===== config.mk =====
export PLATFORM = sky130hd
export DESIGN_NAME = vaga_monitor
export DESIGN_NICKNAME = d
export VERILOG_FILES = /design/src/rtl/vaga_pkg.sv /design/src/rtl/spot_debounce.sv /design/src/rtl/vaga_monitor.sv
export SDC_FILE = /design/constraint.sdc
export NUM_CORES = 1
export LEC_CHECK = 0
export CAP_MARGIN = 40
export CORE_MARGIN = 2
export CORE_UTILIZATION = 40
export CTS_CLUSTER_DIAMETER = 200
export CTS_CLUSTER_SIZE = 20
export DETAILED_ROUTE_END_ITERATION = 16
export PLACE_DENSITY = 0.66
export SLEW_MARGIN = 10
export SYNTH_ARGS = -nofsm -noshare
export SYNTH_HDL_FRONTEND = slang
export SYNTH_SLANG_ARGS = --single-unit

===== constraint.sdc =====
create_clock -name clock -period 3.8 [get_ports clock]
set_clock_uncertainty 0.15 [all_clocks]
set_input_delay 1.14 -clock clock [delete_from_list [all_inputs] [get_ports clock]]
set_output_delay 1.14 -clock clock [all_outputs]
set_load 0.02 [all_outputs]

===== src/rtl/vaga_pkg.sv =====
// Shared definitions for the parking-lot occupancy monitor: default sizing,
// the entry-gate FSM state type and a population-count helper.
package vaga_pkg;

   localparam int DEF_N_SPOTS         = 6;
   localparam int DEF_DEBOUNCE_CYCLES = 500000;

   // Largest supported lot; popcount operates on a vector of this width.
   localparam int MAX_SPOTS = 15;

   typedef enum logic {
      IDLE         = 1'b0,
      WAIT_RELEASE = 1'b1
   } entry_state_t;

   // Number of set bits in a zero-extended occupancy vector.
   function automatic int popcount(input logic [MAX_SPOTS-1:0] v);
      int n;
      n = 0;
      for (int k = 0; k < MAX_SPOTS; k++) begin
         n += int'(v[k]);
      end
      return n;
   endfunction

endpackage


===== src/rtl/spot_debounce.sv =====
// One spot sensor: 2-FF synchroniser followed by a stability counter. The
// output only follows the synchronised input after it has differed from the
// current output for DEBOUNCE_CYCLES consecutive cycles.
module spot_debounce #(
   parameter int DEBOUNCE_CYCLES = 500000
) (
   input  logic clock,
   input  logic reset,
   input  logic raw,
   output logic stable
);

   localparam int             CW       = $clog2(DEBOUNCE_CYCLES);
   localparam logic [CW-1:0]  CNT_LAST = CW'(DEBOUNCE_CYCLES - 1);

   logic          sync1_q;
   logic          sync2_q;
   logic          stable_q;
   logic          stable_d;
   logic [CW-1:0] cnt_q;
   logic [CW-1:0] cnt_d;

   // Count consecutive disagreeing cycles; flip the output on the last one.
   always_comb begin
      stable_d = stable_q;
      cnt_d    = '0;
      if (sync2_q != stable_q) begin
         if (cnt_q == CNT_LAST) begin
            stable_d = ~stable_q;
         end else begin
            cnt_d = cnt_q + 1'b1;
         end
      end
   end

   // Synchroniser chain, counter and accepted output.
   always_ff @(posedge clock) begin
      if (reset) begin
         sync1_q  <= 1'b0;
         sync2_q  <= 1'b0;
         stable_q <= 1'b0;
         cnt_q    <= '0;
      end else begin
         sync1_q  <= raw;
         sync2_q  <= sync1_q;
         stable_q <= stable_d;
         cnt_q    <= cnt_d;
      end
   end

   assign stable = stable_q;

endmodule


===== src/rtl/vaga_monitor.sv =====
// Parking-lot aggregation stage: debounced per-spot occupancy, registered
// free-spot count with full/empty flags, and entry-button arbitration that
// grants a press only while a spot is free.
module vaga_monitor
   import vaga_pkg::*;
#(
   parameter  int N_SPOTS         = DEF_N_SPOTS,
   parameter  int DEBOUNCE_CYCLES = DEF_DEBOUNCE_CYCLES,
   localparam int CNT_W           = $clog2(N_SPOTS + 1)
) (
   input  logic               clock,
   input  logic               reset,
   input  logic [N_SPOTS-1:0] sensor,
   input  logic               entry_req,
   output logic [N_SPOTS-1:0] occupied,
   output logic [CNT_W-1:0]   free_count,
   output logic               lot_full,
   output logic               lot_empty,
   output logic               count_changed,
   output logic               entry_grant,
   output logic               entry_deny
);

   logic [N_SPOTS-1:0] occupied_w;

   for (genvar i = 0; i < N_SPOTS; i++) begin : g_spot
      spot_debounce #(
         .DEBOUNCE_CYCLES(DEBOUNCE_CYCLES)
      ) u_spot (
         .clock  (clock),
         .reset  (reset),
         .raw    (sensor[i]),
         .stable (occupied_w[i])
      );
   end

   logic [CNT_W-1:0] free_count_q;
   logic [CNT_W-1:0] free_count_d;
   logic             lot_full_q;
   logic             lot_full_d;
   logic             lot_empty_q;
   logic             lot_empty_d;
   logic             count_changed_q;
   logic             count_changed_d;

   // Free spots and flags derived from the current debounced occupancy.
   always_comb begin
      free_count_d    = CNT_W'(N_SPOTS - popcount(MAX_SPOTS'(occupied_w)));
      lot_full_d      = (free_count_d == '0);
      lot_empty_d     = (free_count_d == CNT_W'(N_SPOTS));
      count_changed_d = (free_count_d != free_count_q);
   end

   // Count stage registers, one cycle behind occupancy.
   always_ff @(posedge clock) begin
      if (reset) begin
         free_count_q    <= CNT_W'(N_SPOTS);
         lot_full_q      <= 1'b0;
         lot_empty_q     <= 1'b1;
         count_changed_q <= 1'b0;
      end else begin
         free_count_q    <= free_count_d;
         lot_full_q      <= lot_full_d;
         lot_empty_q     <= lot_empty_d;
         count_changed_q <= count_changed_d;
      end
   end

   logic       req_sync1_q;
   logic       req_sync2_q;
   logic       req_prev_q;
   logic [1:0] settle_q;
   logic [1:0] settle_d;
   logic       settled;
   logic       req_rise;

   // The synchroniser is refilled with zeros at reset, so its output cannot be
   // trusted as "released" until two cycles of real samples have arrived.
   always_comb begin
      settled  = (settle_q == 2'd2);
      settle_d = settled ? settle_q : settle_q + 2'd1;
      req_rise = req_sync2_q & ~req_prev_q;
   end

   // Entry button synchroniser, edge register and post-reset settle counter.
   always_ff @(posedge clock) begin
      if (reset) begin
         req_sync1_q <= 1'b0;
         req_sync2_q <= 1'b0;
         req_prev_q  <= 1'b1;
         settle_q    <= 2'd0;
      end else begin
         req_sync1_q <= entry_req;
         req_sync2_q <= req_sync1_q;
         req_prev_q  <= req_sync2_q;
         settle_q    <= settle_d;
      end
   end

   entry_state_t state_q;
   logic         entry_grant_q;
   logic         entry_deny_q;

   // Entry FSM: one grant or deny per press, decided by the registered full flag.
   always_ff @(posedge clock) begin
      if (reset) begin
         state_q       <= WAIT_RELEASE;
         entry_grant_q <= 1'b0;
         entry_deny_q  <= 1'b0;
      end else begin
         entry_grant_q <= 1'b0;
         entry_deny_q  <= 1'b0;
         case (state_q)
            IDLE: begin
               if (req_rise) begin
                  entry_grant_q <= ~lot_full_q;
                  entry_deny_q  <= lot_full_q;
                  state_q       <= WAIT_RELEASE;
               end
            end
            WAIT_RELEASE: begin
               if (settled && !req_sync2_q) begin
                  state_q <= IDLE;
               end
            end
            default: state_q <= WAIT_RELEASE;
         endcase
      end
   end

   assign occupied      = occupied_w;
   assign free_count    = free_count_q;
   assign lot_full      = lot_full_q;
   assign lot_empty     = lot_empty_q;
   assign count_changed = count_changed_q;
   assign entry_grant   = entry_grant_q;
   assign entry_deny    = entry_deny_q;

endmodule


* After elaboration in Yosys (flattened, before gate mapping)
Cells that the tools add are included.
** Storage, ports and cells
- Register bits after elaboration :: 146
- Word-level logic and storage cells :: 99
- Output and inout bits :: 14
** Operators by class
- Add/subtract/negate cells :: 13
- Eq/ne operators :: 15
- Reductions and logical operators :: 16
- Muxes and demuxes :: 3
- Bitwise logic cells :: 17
** Operators by type and width (count)
- 19-bit by 1-bit adder with 19-bit output (second input constant) :: 6
- 19-bit equality test (second input constant) :: 6
- 3-bit OR reduction :: 7
- 1-bit inverter :: 16
- 2-bit AND reduction :: 6
- 3-bit by 1-bit adder with 3-bit output :: 3
- 1-bit inequality test :: 6
- 2-bit by 1-bit adder with 3-bit output :: 1
- 3-bit equality test (second input constant) :: 1
- 3-bit zero test :: 1
- 3-bit inequality test :: 1
- 3-bit subtractor (first input constant) :: 1
- 1-bit by 1-bit adder with 2-bit output :: 1
- 2-bit by 1-bit adder with 2-bit output (second input constant) :: 1
- 2-bit equality test (second input constant) :: 1
- 1-bit two-way mux :: 2
- 1-bit one-hot mux with 2 select lines :: 1
- 1-bit AND :: 1
- 1-bit logical AND :: 1
- 1-bit zero test :: 1

* Longest topological paths before layout
Gate-level depths: netlist (run 1).
- Depth after elaboration :: 7
- Depth in mapped cells :: 9
- Mapped depth without buffers :: 9

* Modules after synthesis
Synthesis (run 1) repeated with hierarchy kept, for this count alone.
** Second synthesis, totals
- Cell total of the unflattened synthesis :: 734
- Area, all modules :: 6586.3 sq um
** Modules (own cells, without submodules)
- spot_debounce :: area each 996.0 sq um, times used 6, cells each 112
- vaga_monitor :: area each 610.6 sq um, times used 1, cells each 62

* Least setup slack after synthesis (run 1)
OpenSTA, ideal clock, no wires.
- Path type :: register to register
- Start point :: register g_spot[1].u_spot.stable_q
- End point :: register count_changed_q (netlist: count_changed)
- Slack :: 1.197 ns
- Period minus slack after synthesis :: 2.603 ns
- Cell stages (with the launch flop) :: 10
- Data arrival time :: 2.320 ns
- Data required time :: 3.517 ns
- Path through :: dfxtp_1 > inv_1 > fa_1 > inv_1 > ha_1 > fa_1 > ha_1 > xnor2_1 > xnor2_1 > a31oi_1
** Between the ends
- Word-level cells in the longest chain between the ends :: 7
** Ends and longest elaborated chain
- start, declared :: RTL line spot_debounce.sv:18 : logic stable_q;
- start signal, assigned :: RTL line spot_debounce.sv:46 : stable_q <= stable_d;
- 1-bit by 1-bit adder with 2-bit output :: RTL line vaga_pkg.sv:21 : n += int'(v[k]);
- 2-bit by 1-bit adder with 3-bit output :: RTL line vaga_pkg.sv:21
- 3-bit by 1-bit adder with 3-bit output (3 in a row) :: RTL line vaga_pkg.sv:21
- 3-bit subtractor :: RTL line vaga_monitor.sv:48 : free_count_d = CNT_W'(N_SPOTS - popcount(MAX_SPOTS'(occupied_w)));
- 3-bit inequality test :: RTL line vaga_monitor.sv:51 : count_changed_d = (free_count_d != free_count_q);
- end signal, assigned :: RTL line vaga_monitor.sv:65 : count_changed_q <= count_changed_d;
- end, declared :: RTL line vaga_monitor.sv:43 : logic count_changed_q;
Every way passes these cells.
A chain may end at the register's enable or synchronous reset.

* Worst setup path in the final report (run 1)
- Start point :: register g_spot[1].u_spot.stable_q
- End point :: register lot_full_q (netlist: lot_full)
** Between the ends
- Word-level cells in the longest chain between the ends :: 7
** Ends and longest elaborated chain
- 1-bit by 1-bit adder with 2-bit output :: RTL line vaga_pkg.sv:21
- 2-bit by 1-bit adder with 3-bit output :: RTL line vaga_pkg.sv:21
- 3-bit by 1-bit adder with 3-bit output (3 in a row) :: RTL line vaga_pkg.sv:21
- 3-bit subtractor :: RTL line vaga_monitor.sv:48
- 3-bit zero test :: RTL line vaga_monitor.sv:49 : lot_full_d = (free_count_d == '0);
- end signal, assigned :: RTL line vaga_monitor.sv:63 : lot_full_q <= lot_full_d;
- end, declared :: RTL line vaga_monitor.sv:39 : logic lot_full_q;
Every way passes these cells.

==> metrics.cfg, run 1 <==
[pwr]
leakagePower_nw=2.30
power_frac_seq=0.460
p_sw_uw=700
switching_share=0.205
ir_drop_mv=0.307
p_per_area_mw_per_mm2=456
p_clk_frac=0.516
p_comb_frac=0.024
internal-power_mw=2.71

[routing]
drc=0
dr.first_iter.drc_count=223
vias=4867
firstDrtPassIters=4
ant_nets=0
wl_per_cell_um=12.2
drt-total-wl_mm=11.8
viasPerCell=5.03

[grt]
grt_overflow=0
grt_pass1_vias=4385
antenna_found_initial=0
track_usage=0.148
grt_pass1_wl_mm=20.1
grt_start_max_net_pins=31

[critical_path]
cp-start-kind=flop
path_class=reg2reg
crit_fanout=4
cp.arrival_ps=3020
cp-end-kind=flop
crit_required_ps=3980

[clock_tree]
clk_path_buf_depth=2
post_cts_buffers=0
cts.clk_slew.worst_paths_ps=60
htree_levels=4
clock_latency_ps=420
cts-buffers-inserted=17
cts_hold_buf=0
cts_root_buf=clkbuf_16
cts_resized=0
cts.sinks=146
cts_tree=yes

[synth]
syn_nets=739
synth_seq_area_share=0.455
ys_ff_latch=146
ys_warn_count=0
synth_cells=716
synthesis.area_mm2=0.00642
avgSynthCellArea_um2=8.97
yosys.cell_types.count=50

[floorplan]
io_pins=23
die_w_um=131
start_util=0.407
die-area_mm2=0.0171
die_h_um=131
fp-row-count=46
core-area_mm2=0.0158

[timing]
period_minus_slack_ps=2840
final-hold-violation-count=0
finalMaxSlewViolations=0
fmax_ghz=0.353
fin_setup_tns_ps=0
setup_viol=0
fin_ws_ps=964
post-route-period-util=0.746
rsz0062_at_grt=no
worst-slew-pin-transition_ps=601
relSlewSlack=0.599

[final_layout]
antenna_cells=0
area_growth_pct=16.4
fillers=1540
design_area_mm2=0.00747
nets=762
drive_above_1_share=0.0691

[place]
numPortBuffers=22
hpwl_mm=7.92
gp_congestion=0.752
placed_cell_area_mm2=0.00685
pre_cts_ws_ps=805

[min_path]
hold_path_class=reg2reg

[flow_run]
maxCapViolations=0

[outcome]
run_status=finished clean

-- final timing paths --
check,from,endpoint,slack (ps),cells after the start
worst min-delay path,g_spot[0].u_spot.sync1_q,g_spot[0].u_spot.sync2_q,280,1
worst max-delay path,g_spot[1].u_spot.stable,lot_full,960,9
worst max register to register,g_spot[1].u_spot.stable,lot_full,960,9
worst min register to register,g_spot[0].u_spot.sync1_q,g_spot[0].u_spot.sync2_q,280,1
-- worst max-delay path, stage by stage, from the launching register on --
cell	delay (ps)
dfxtp_1	390
inv_1	80
fa_1	530
inv_1	40
ha_1	200
fa_1	510
ha_1	210
xnor2_1	160
or2_2	300
nor2_1	170
-- synth_stat cells, drive strengths merged --
cell type,instances,share of area
or4bb,1,0.0018
or3b,1,0.0014
o41ai,1,0.0014
o21bai,4,0.0064
or4b,2,0.0031
nand2,39,0.023
and3,7,0.0068
fa,3,0.0094
and2,2,0.0019
and4,10,0.014
mux2i,1,0.0016
nand4,24,0.027
nor2,95,0.056
dfxtp,146,0.46
nor4,15,0.015
xnor2,47,0.064
o31ai,13,0.015
o21ba,1,0.0016
a21oi,38,0.030
nand3b,1,0.0012
o21a,1,0.0012
nor3,13,0.010
nor4bb,2,0.0031
nor4b,7,0.0095
ha,11,0.021
nand3,35,0.029
clkbuf,12,0.0070
inv,32,0.019
a21o,2,0.0023
buf,11,0.011
or2,5,0.0049
nand4bb,2,0.0035
nand2b,11,0.011
a31o,1,0.0014
or3,25,0.024
or4,22,0.027
a41o,1,0.0016
nor2b,14,0.014
nand4b,1,0.0014
a31oi,1,0.00098
xor2,33,0.045
o21ai,23,0.018
-- registers in the layout, indices dropped and copies added (netlist names) --
register,cells
g_spot.u_spot.cnt_q,114
count_changed,1
entry_deny,1
state_q,1
lot_full,1
req_sync2_q,1
entry_grant,1
req_sync1_q,1
g_spot.u_spot.sync1_q,6
free_count,3
lot_empty,1
g_spot.u_spot.stable,6
req_prev_q,1
g_spot.u_spot.sync2_q,6
settle_q,2
-- cell type report --
cell class	count	area, um2	share of cell area
clock inverters	13	183	0.0245
clock buffers	19	443	0.0593
multi-input cells	515	3260	0.437
well taps	216	270	0.0362
repair buffers	27	270	0.0362
inverters	32	120	0.0161
flip-flops and latches	146	2920	0.391
-- placed cells by master, fill, tap and decap left out, types with 3 or more instances in the layout --
| cell type | n |
|---|---|
| ha_1 | 11 |
| nand2_1 | 39 |
| fa_1 | 3 |
| buf_4 | 4 |
| xnor2_1 | 47 |
| or3_1 | 25 |
| nor2_1 | 95 |
| bufinv_16 | 4 |
| nor3_1 | 13 |
| o31ai_1 | 13 |
| or4_1 | 20 |
| o21ai_0 | 22 |
| or2_2 | 5 |
| nor4b_1 | 7 |
| nor4_1 | 15 |
| clkinvlp_4 | 4 |
| dfxtp_1 | 146 |
| clkinv_2 | 3 |
| xor2_1 | 33 |
| nor2b_1 | 14 |
| and4_1 | 10 |
| nand4_1 | 22 |
| and3_1 | 7 |
| o21bai_1 | 3 |
| nand3_1 | 33 |
| clkbuf_16 | 17 |
| inv_1 | 32 |
| a21oi_1 | 37 |
| nand2b_1 | 11 |
| clkdlybuf4s50_1 | 22 |
-- power by group through the flow --
stage | clock network, mW | registers, mW | logic (mW)
floorplan | 0 | 1.60 | 0.0609
global placement | 0 | 1.60 | 0.0820
detailed placement | 0 | 1.60 | 0.0833
CTS | 1.80 | 1.57 | 0.0842
global route | 1.87 | 1.57 | 0.0970
finish | 1.76 | 1.57 | 0.0824
-- cell families after synthesis --
logic type	share of synthesized area
xor gates and xnor gates	0.109
AOI/OAI and AO/OA	0.0801
DFF	0.455
and+or+nand+nor	0.286
muxes	0.00156
adders and majority gates	0.0308
buffers and inverters	0.0366
-- metal layers --
metal / vias up / track usage / share of wire
li1: 2548 / - / -
met1: 2249 / 0.197 / 0.51
met2: 62 / 0.225 / 0.45
met3: 8 / 0.0493 / 0.033
met4: 0 / 0.0526 / 0.0086
met5: - / 0 / 0
-- per-stage QoR --
| step | power [mW] | instances | util | hold WS (ps) |
|---|---|---|---|---|
| 6_report | 3.41 | 968 | 0.474 | 284 |
| 5_1_grt | 3.53 | 968 | 0.474 | 298 |
| 4_1_cts | 3.45 | 968 | 0.474 | 284 |
| 3_5_place_dp | 1.68 | 936 | 0.434 | 274 |
| 3_3_place_gp | 1.68 | 936 | 0.434 | 267 |
| 2_1_floorplan | 1.66 | 716 | - | 263 |
No activity file was read; power rests on OpenSTA's default activity.
==> inputs of run 2 (changes only) <==
--- a/config.mk
+++ b/config.mk
@@ -11,7 +11,7 @@
 export CTS_CLUSTER_DIAMETER = 200
 export CTS_CLUSTER_SIZE = 20
 export DETAILED_ROUTE_END_ITERATION = 16
-export PLACE_DENSITY = 0.66
+export PLACE_DENSITY = 0.68
 export SLEW_MARGIN = 10
 export SYNTH_ARGS = -nofsm -noshare
 export SYNTH_HDL_FRONTEND = slang
==> constraint.sdc (replaced) <==
create_clock -name clock -period 2.4 [get_ports clock]
set_clock_uncertainty 0.15 [all_clocks]
set_input_delay 0.72 -clock clock [delete_from_list [all_inputs] [get_ports clock]]
set_output_delay 0.72 -clock clock [all_outputs]
set_load 0.02 [all_outputs]
==> metrics.cfg, run 2 (synthesized netlist as in run 1, its figures left out) <==
[clock_tree]
clock_latency_ps=410  ; about the same
clk_path_buf_depth=2  ; unchanged
cts_hold_buf=0  ; unchanged
cts.clk_slew.worst_paths_ps=60  ; about the same
cts_tree=yes
cts.sinks=146  ; unchanged
htree_levels=4  ; unchanged
cts-buffers-inserted=17  ; unchanged
cts_root_buf=clkbuf_16

[critical_path]
startpoint=g_spot[1].u_spot.stable
crit_fanout=3  ; -1
cp.arrival_ps=2630  ; -390 ps
rrSetupSlack_ps=-80  ; -1040 ps
reg2regPathDepth=9  ; unchanged
r2r-end=count_changed
crit_end=count_changed
cp.depth=9  ; unchanged
reg2reg_from=g_spot[1].u_spot.stable
path_delay_family=adder cells
crit_required_ps=2550  ; -1430 ps
cp-end-kind=flop
cp_cell_sequence=inv_2, fa_1, inv_1, ha_2, fa_1, ha_2, xnor2_2, xnor2_1, a31oi_1
crit_buf_inv=2  ; unchanged
path_class=reg2reg
crit_slowest_cell=fa_1
worst_path_largest_cell_delay_ps=520  ; about the same
cp-start-kind=flop

[pwr]
p_per_area_mw_per_mm2=720  ; +58%
leakagePower_nw=2.46  ; +7.3%
ir_drop_mv=0.441  ; +44%
finalPower_mw=5.53  ; +62%

[final_layout]
final_util=0.487  ; +0.0132
area_growth_pct=19.6
largest_reg_flops=114  ; unchanged
regMostFlops=g_spot.u_spot.cnt_q
nets=778  ; +2.1%
mostFrequentLayoutCells=dfxtp_1, nor2_1, xnor2_1
antenna_cells=0  ; unchanged
drive_above_1_share=0.0990  ; +0.0298
final_common_cell=dfxtp_1

[place]
numPortBuffers=22  ; unchanged
hpwl_mm=8.13  ; +2.7%
pre_cts_ws_ps=-86.3  ; -891 ps
gp_congestion=0.810  ; +7.7%

[min_path]
hold_start=g_spot[4].u_spot.sync1_q
hold_path_class=reg2reg

[floorplan]
io_pins=23  ; unchanged
start_util=0.407  ; unchanged
die_h_um=131  ; unchanged
core-area_mm2=0.0158  ; unchanged
fp-row-count=46  ; unchanged
die_w_um=131  ; unchanged
die-area_mm2=0.0171  ; unchanged

[timing]
finalMaxSlewViolations=0  ; unchanged
rsz0062_at_grt=yes
worst-slew-pin-transition_ps=580  ; -21.3 ps
post-route-period-util=1.03  ; +0.285
fin_ws_ps=-76.1  ; -1040 ps
setup_viol=3  ; +3
fmax_ghz=0.404  ; +15%
relSlewSlack=0.613  ; +0.0142
period_minus_slack_ps=2480  ; -360 ps
final-hold-violation-count=0  ; unchanged

[routing]
dr.first_iter.drc_count=345  ; +55%
firstDrtPassIters=4  ; unchanged
viasPerCell=5.00  ; -0.60%
drc=0  ; unchanged
vias=4918  ; +1.0%
wl_per_cell_um=11.9  ; -2.5%
drt-total-wl_mm=11.7  ; -0.85%
ant_nets=0  ; unchanged

[grt]
grt_pass1_vias=4365  ; -0.46%
grt_overflow=0  ; unchanged
grt_pass1_wl_mm=19.9  ; -1.1%
grt_start_max_net_pins=20  ; -35%
track_usage=0.145  ; -0.00276
antenna_found_initial=0  ; unchanged

[outcome]
violations=negative setup slack
run_status=finished with violations

[flow_run]
maxCapViolations=0  ; unchanged

run 2: changes by cell type in the layout (fill, tap and decap cells not counted), moves of 2 or more:
cell,change
buf_12,+2
buf_4,+14
clkdlybuf4s50_1,-5
dfxtp_1,-2
dfxtp_2,+2
dlygate4sd2_1,+3
dlymetal6s2s_1,+2
ha_1,-3
ha_2,+2
run 2: per-layer routing:
| layer | global-route usage | routed length, um |
|---|---|---|
| met1 | 0.196 | 5900 |
| met2 | 0.222 | 5170 |
| met3 | 0.0419 | 470 |
| met4 | 0.0519 | 191 |
| met5 | 0 | 0 |
run 2: repair_timing:
item                                    in CTS  in global routing
gates resized for setup                      3                  2
setup buffers                                0                  1
endpoints found under the setup margin       7                  7
pin swaps                                    1                  0
run 2: metrics by stage:
| step | cell area [um2] | TNS [ps] | hold WS (ps) | std cells |
|---|---|---|---|---|
| 3_3_place_gp | 7010 | -81.9 | 273 | 951 |
| 6_report | 7680 | -172 | 286 | 984 |
| 5_1_grt | 7680 | -610 | 299 | 984 |
| 2_1_floorplan | 6450 | -86.2 | 263 | 716 |
| 4_1_cts | 7670 | -202 | 289 | 983 |
| 3_5_place_dp | 7010 | -190 | 276 | 951 |
run 2: final cells by class:
class | instances | area, um2
inverter | 32 | 120
timing repair buffer | 43 | 417
multi-input combinational | 515 | 3290
clock buffer | 19 | 453
sequential | 146 | 2930
clock inverter | 13 | 205
tap | 216 | 270
fill | 1487 | 8090
run 2: how the worst min path moves through the flow:
stage | slack [ps] | end | depth (start not counted)
after floorplan | 260 | entry_grant | 1
after global placement | 270 | g_spot[3].u_spot.sync2_q | 1
after detailed placement | 280 | g_spot[5].u_spot.sync2_q | 1
after CTS | 290 | entry_grant | 1
after global routing | 300 | g_spot[4].u_spot.sync2_q | 1
final | 290 | g_spot[4].u_spot.sync2_q | 1
run 2: worst register-to-register path, cell delays in order, from the launching register on:
cell and delay, ps:
dfxtp_2 330, inv_2 40, fa_1 520, inv_1 40
ha_2 160, fa_1 480, ha_2 220, xnor2_2 180
xnor2_1 140, a31oi_1 90
run 2: power by group:
| group | internal, mW | switching, mW | leakage, nW | total, mW |
|---|---|---|---|---|
| Sequential | 2.46 | 0.0191 | 1.18 | 2.48 |
| Combinational | 0.0704 | 0.0684 | 0.966 | 0.139 |
| Clock | 1.90 | 1.01 | 0.316 | 2.91 |
| Total | 4.43 | 1.10 | 2.46 | 5.53 |
==> patch: new RTL, config.mk and constraints of run 1 <==
The output `count_changed` loses its register stage (`count_changed_q` becomes a continuous assignment).
--- a/src/rtl/vaga_monitor.sv
+++ b/src/rtl/vaga_monitor.sv
@@ -58,12 +58,12 @@
          lot_full_q      <= 1'b0;
          lot_empty_q     <= 1'b1;
-         count_changed_q <= 1'b0;
       end else begin
          free_count_q    <= free_count_d;
          lot_full_q      <= lot_full_d;
          lot_empty_q     <= lot_empty_d;
-         count_changed_q <= count_changed_d;
       end
    end
+
+   assign count_changed_q = count_changed_d;
 
    logic       req_sync1_q;
Formal check against the unedited RTL: same outputs for any inputs over 10 cycles, from zero or initial values and one cycle with reset high; that may be too few to reach the edited logic, so the function may still have changed.
==> patch against run 1 <==
- the flow now finishes with violations (negative setup slack)
- power fell by 2.0%
- setup slack got worse by 1.2 ns
- area after synthesis down 0.23%
- via count is 0.68% higher
- critical endpoint is now count_changed
- sequential cell count fell by 1
- largest cell class unchanged
- worst hold slack lost 0.00053 ns
- register-to-register slack gained 0.24 ns
- utilization rose by 0.36 points
- design area up 0.77%
- sequential share of layout area decreased by 0.55 points
- critical path type is now flop to output pin
- first-iteration DRC count rose by 10%
- routed wire length is 1.0% higher
==> patch: results (changes against run 1) <==
* Run status: finished with violations
* Failing checks: negative setup slack
* Fill count at 1560 (+1.3%)
* Setup violators final at 1 (+1)
* Slew margin rel. at 0.526 (-0.0734)
* Post-route ant nets at 0 (unchanged)
* Critical path's slowest cell: fa_2
* Library cells used by synthesis at 46 (-8.0%)
* Clock tree root buffer cell: clkbuf_16
* Via count at 4900 (+0.68%)
* Routed WL at 11900 um (+1.0%)
* Synth area leaders: dfxtp_1, xnor2_1, nor2_1
* Post-synth top cells: dfxtp_1, nor2_1, xnor2_1, nand3_1, nand2_1
* First-pass GRT wire length at 20600 um (+2.5%)
* Vias in the first global route at 4538 (+3.5%)
* Setup TNS Final at -0.254 ns (-0.254 ns)
* Dpl ws at -0.404 ns (-1.21 ns)
* Layout Nets at 772 (+1.3%)
* Min setup slack post-route at -0.254 ns (-1.22 ns)
* Worst R2R Setup Slack at 1.20 ns (+0.24 ns)
* Clock transition at path regs at 0.05 ns
* CP arrival at 2.76 ns (-0.26 ns)
* Reg with most FFs: g_spot.u_spot.cnt_q
* Max Fanout on Critical Path at 3 (-1)
* HP Start: g_spot[1].u_spot.sync1_q
* Family with the most delay on the worst path: adder cells
* Register area share after synthesis at 0.453 (-0.00206)
* All-Layer GR Usage at 0.152 (+0.00446)
* Crit path largest cell delay at 0.56 ns (+0.03 ns)
* Hold Crit Class: flop to flop
* Initial DRC count at 246 (+10%)
* Worst Reg-to-Reg Cells at 10 (+1)
* Initial antenna violation count at 0 (unchanged)
* Hpwl dp at 8200 um (+3.5%)
* Hold Crit Endpoint: g_spot[1].u_spot.sync2_q
* Number of diodes at 0 (unchanged)
* Drt drc at 0 (unchanged)
* Routability cong. at 0.789 (+4.9%)
* Syn nets at 737 (-0.27%)
* Htree depth at 4 (unchanged)
* Max reg flops at 114 (unchanged)
* Area of the multi-input gates at 0.00331 sq mm (+1.3%)
* PortBufs at 22 (unchanged)
* Peak VDD IR at 318 uV (+3.7%)
* Share of cells above drive strength 1 at 0.0934 (+0.0243)
* Leakage at 2.28 nW (-0.54%)
* Largest net degree at the start of global routing at 22 (-29%)
* Critical R2R Launch: g_spot[1].u_spot.stable
* Post-place instance area at 0.00688 sq mm (+0.48%)
* Clk_lat worst skew at 0.42 ns (about the same)
* CTS max path bufs at 2 (unchanged)
patch: cell count changes in the layout (fill, tap and decap cells not counted), sizes merged, moves of 3 or more:
cell,run 1,this run
or4b,2,7
and3,7,2
or3,25,21
buf,5,16
nand3,35,47
clkinvlp,4,0
and4,10,13
inv,33,29
o21ai,23,20
clkbuf,19,25
patch: cell type report:
type / count / share of cell area
Sequential cell: 145 / 0.386
Tap cell: 216 / 0.0359
Inverter: 29 / 0.0145
Multi-Input combinational cell: 519 / 0.439
Clock inverter: 5 / 0.0133
Timing Repair Buffer: 37 / 0.0444
Clock buffer: 25 / 0.0671
patch: cells by family (layout without fill, tap and decap cells):
group	Yosys count	count (layout)	share of synthesized area
buffers and inverters	50	96	0.0350
AO/OA/AOI/OAI	81	81	0.0766
flip-flops	145	145	0.453
AND/OR/NAND/NOR	341	341	0.291
adder cells (fa/ha/maj)	14	14	0.0309
XOR/XNOR	83	83	0.113
patch: where the power goes:
group          total (mW)  internal, mW  switching [mW]
combinational      0.0798        0.0389          0.0408
clock                1.70          1.11           0.592
sequential           1.56          1.54          0.0126
patch: metrics by stage:
stage	total power [mW]	hold WS, ns	cells
after CTS	3.38	0.285	976
after global routing	3.46	0.311	976
after detailed placement	1.67	0.272	944
final	3.34	0.284	976
after global placement	1.67	0.267	944
after floorplan	1.65	0.263	714
patch: how the worst max path moves through the flow:
stage                                  startpoint             to  cells after the start
final                     g_spot[1].u_spot.stable  count_changed                     10
after global routing      g_spot[1].u_spot.stable  count_changed                     10
after CTS                 g_spot[1].u_spot.stable  count_changed                     10
after detailed placement  g_spot[1].u_spot.stable  count_changed                     10
after global placement    g_spot[1].u_spot.stable  count_changed                     10
after floorplan           g_spot[1].u_spot.stable  count_changed                      9
patch: per-layer routing:
layer,vias up,global-route usage,part of all wire
met3,13,0.0472,0.037
met1,2244,0.194,0.50
met5,-,0,0
met2,65,0.242,0.44
met4,0,0.0601,0.015
li1,2578,-,-
patch: timing repair:
item | 4_1_cts | 5_1_grt
resized for setup | 13 | 1
setup buffers | 2 | 0
pin swaps | 7 | 1
setup endpoints to repair | 1 | 1
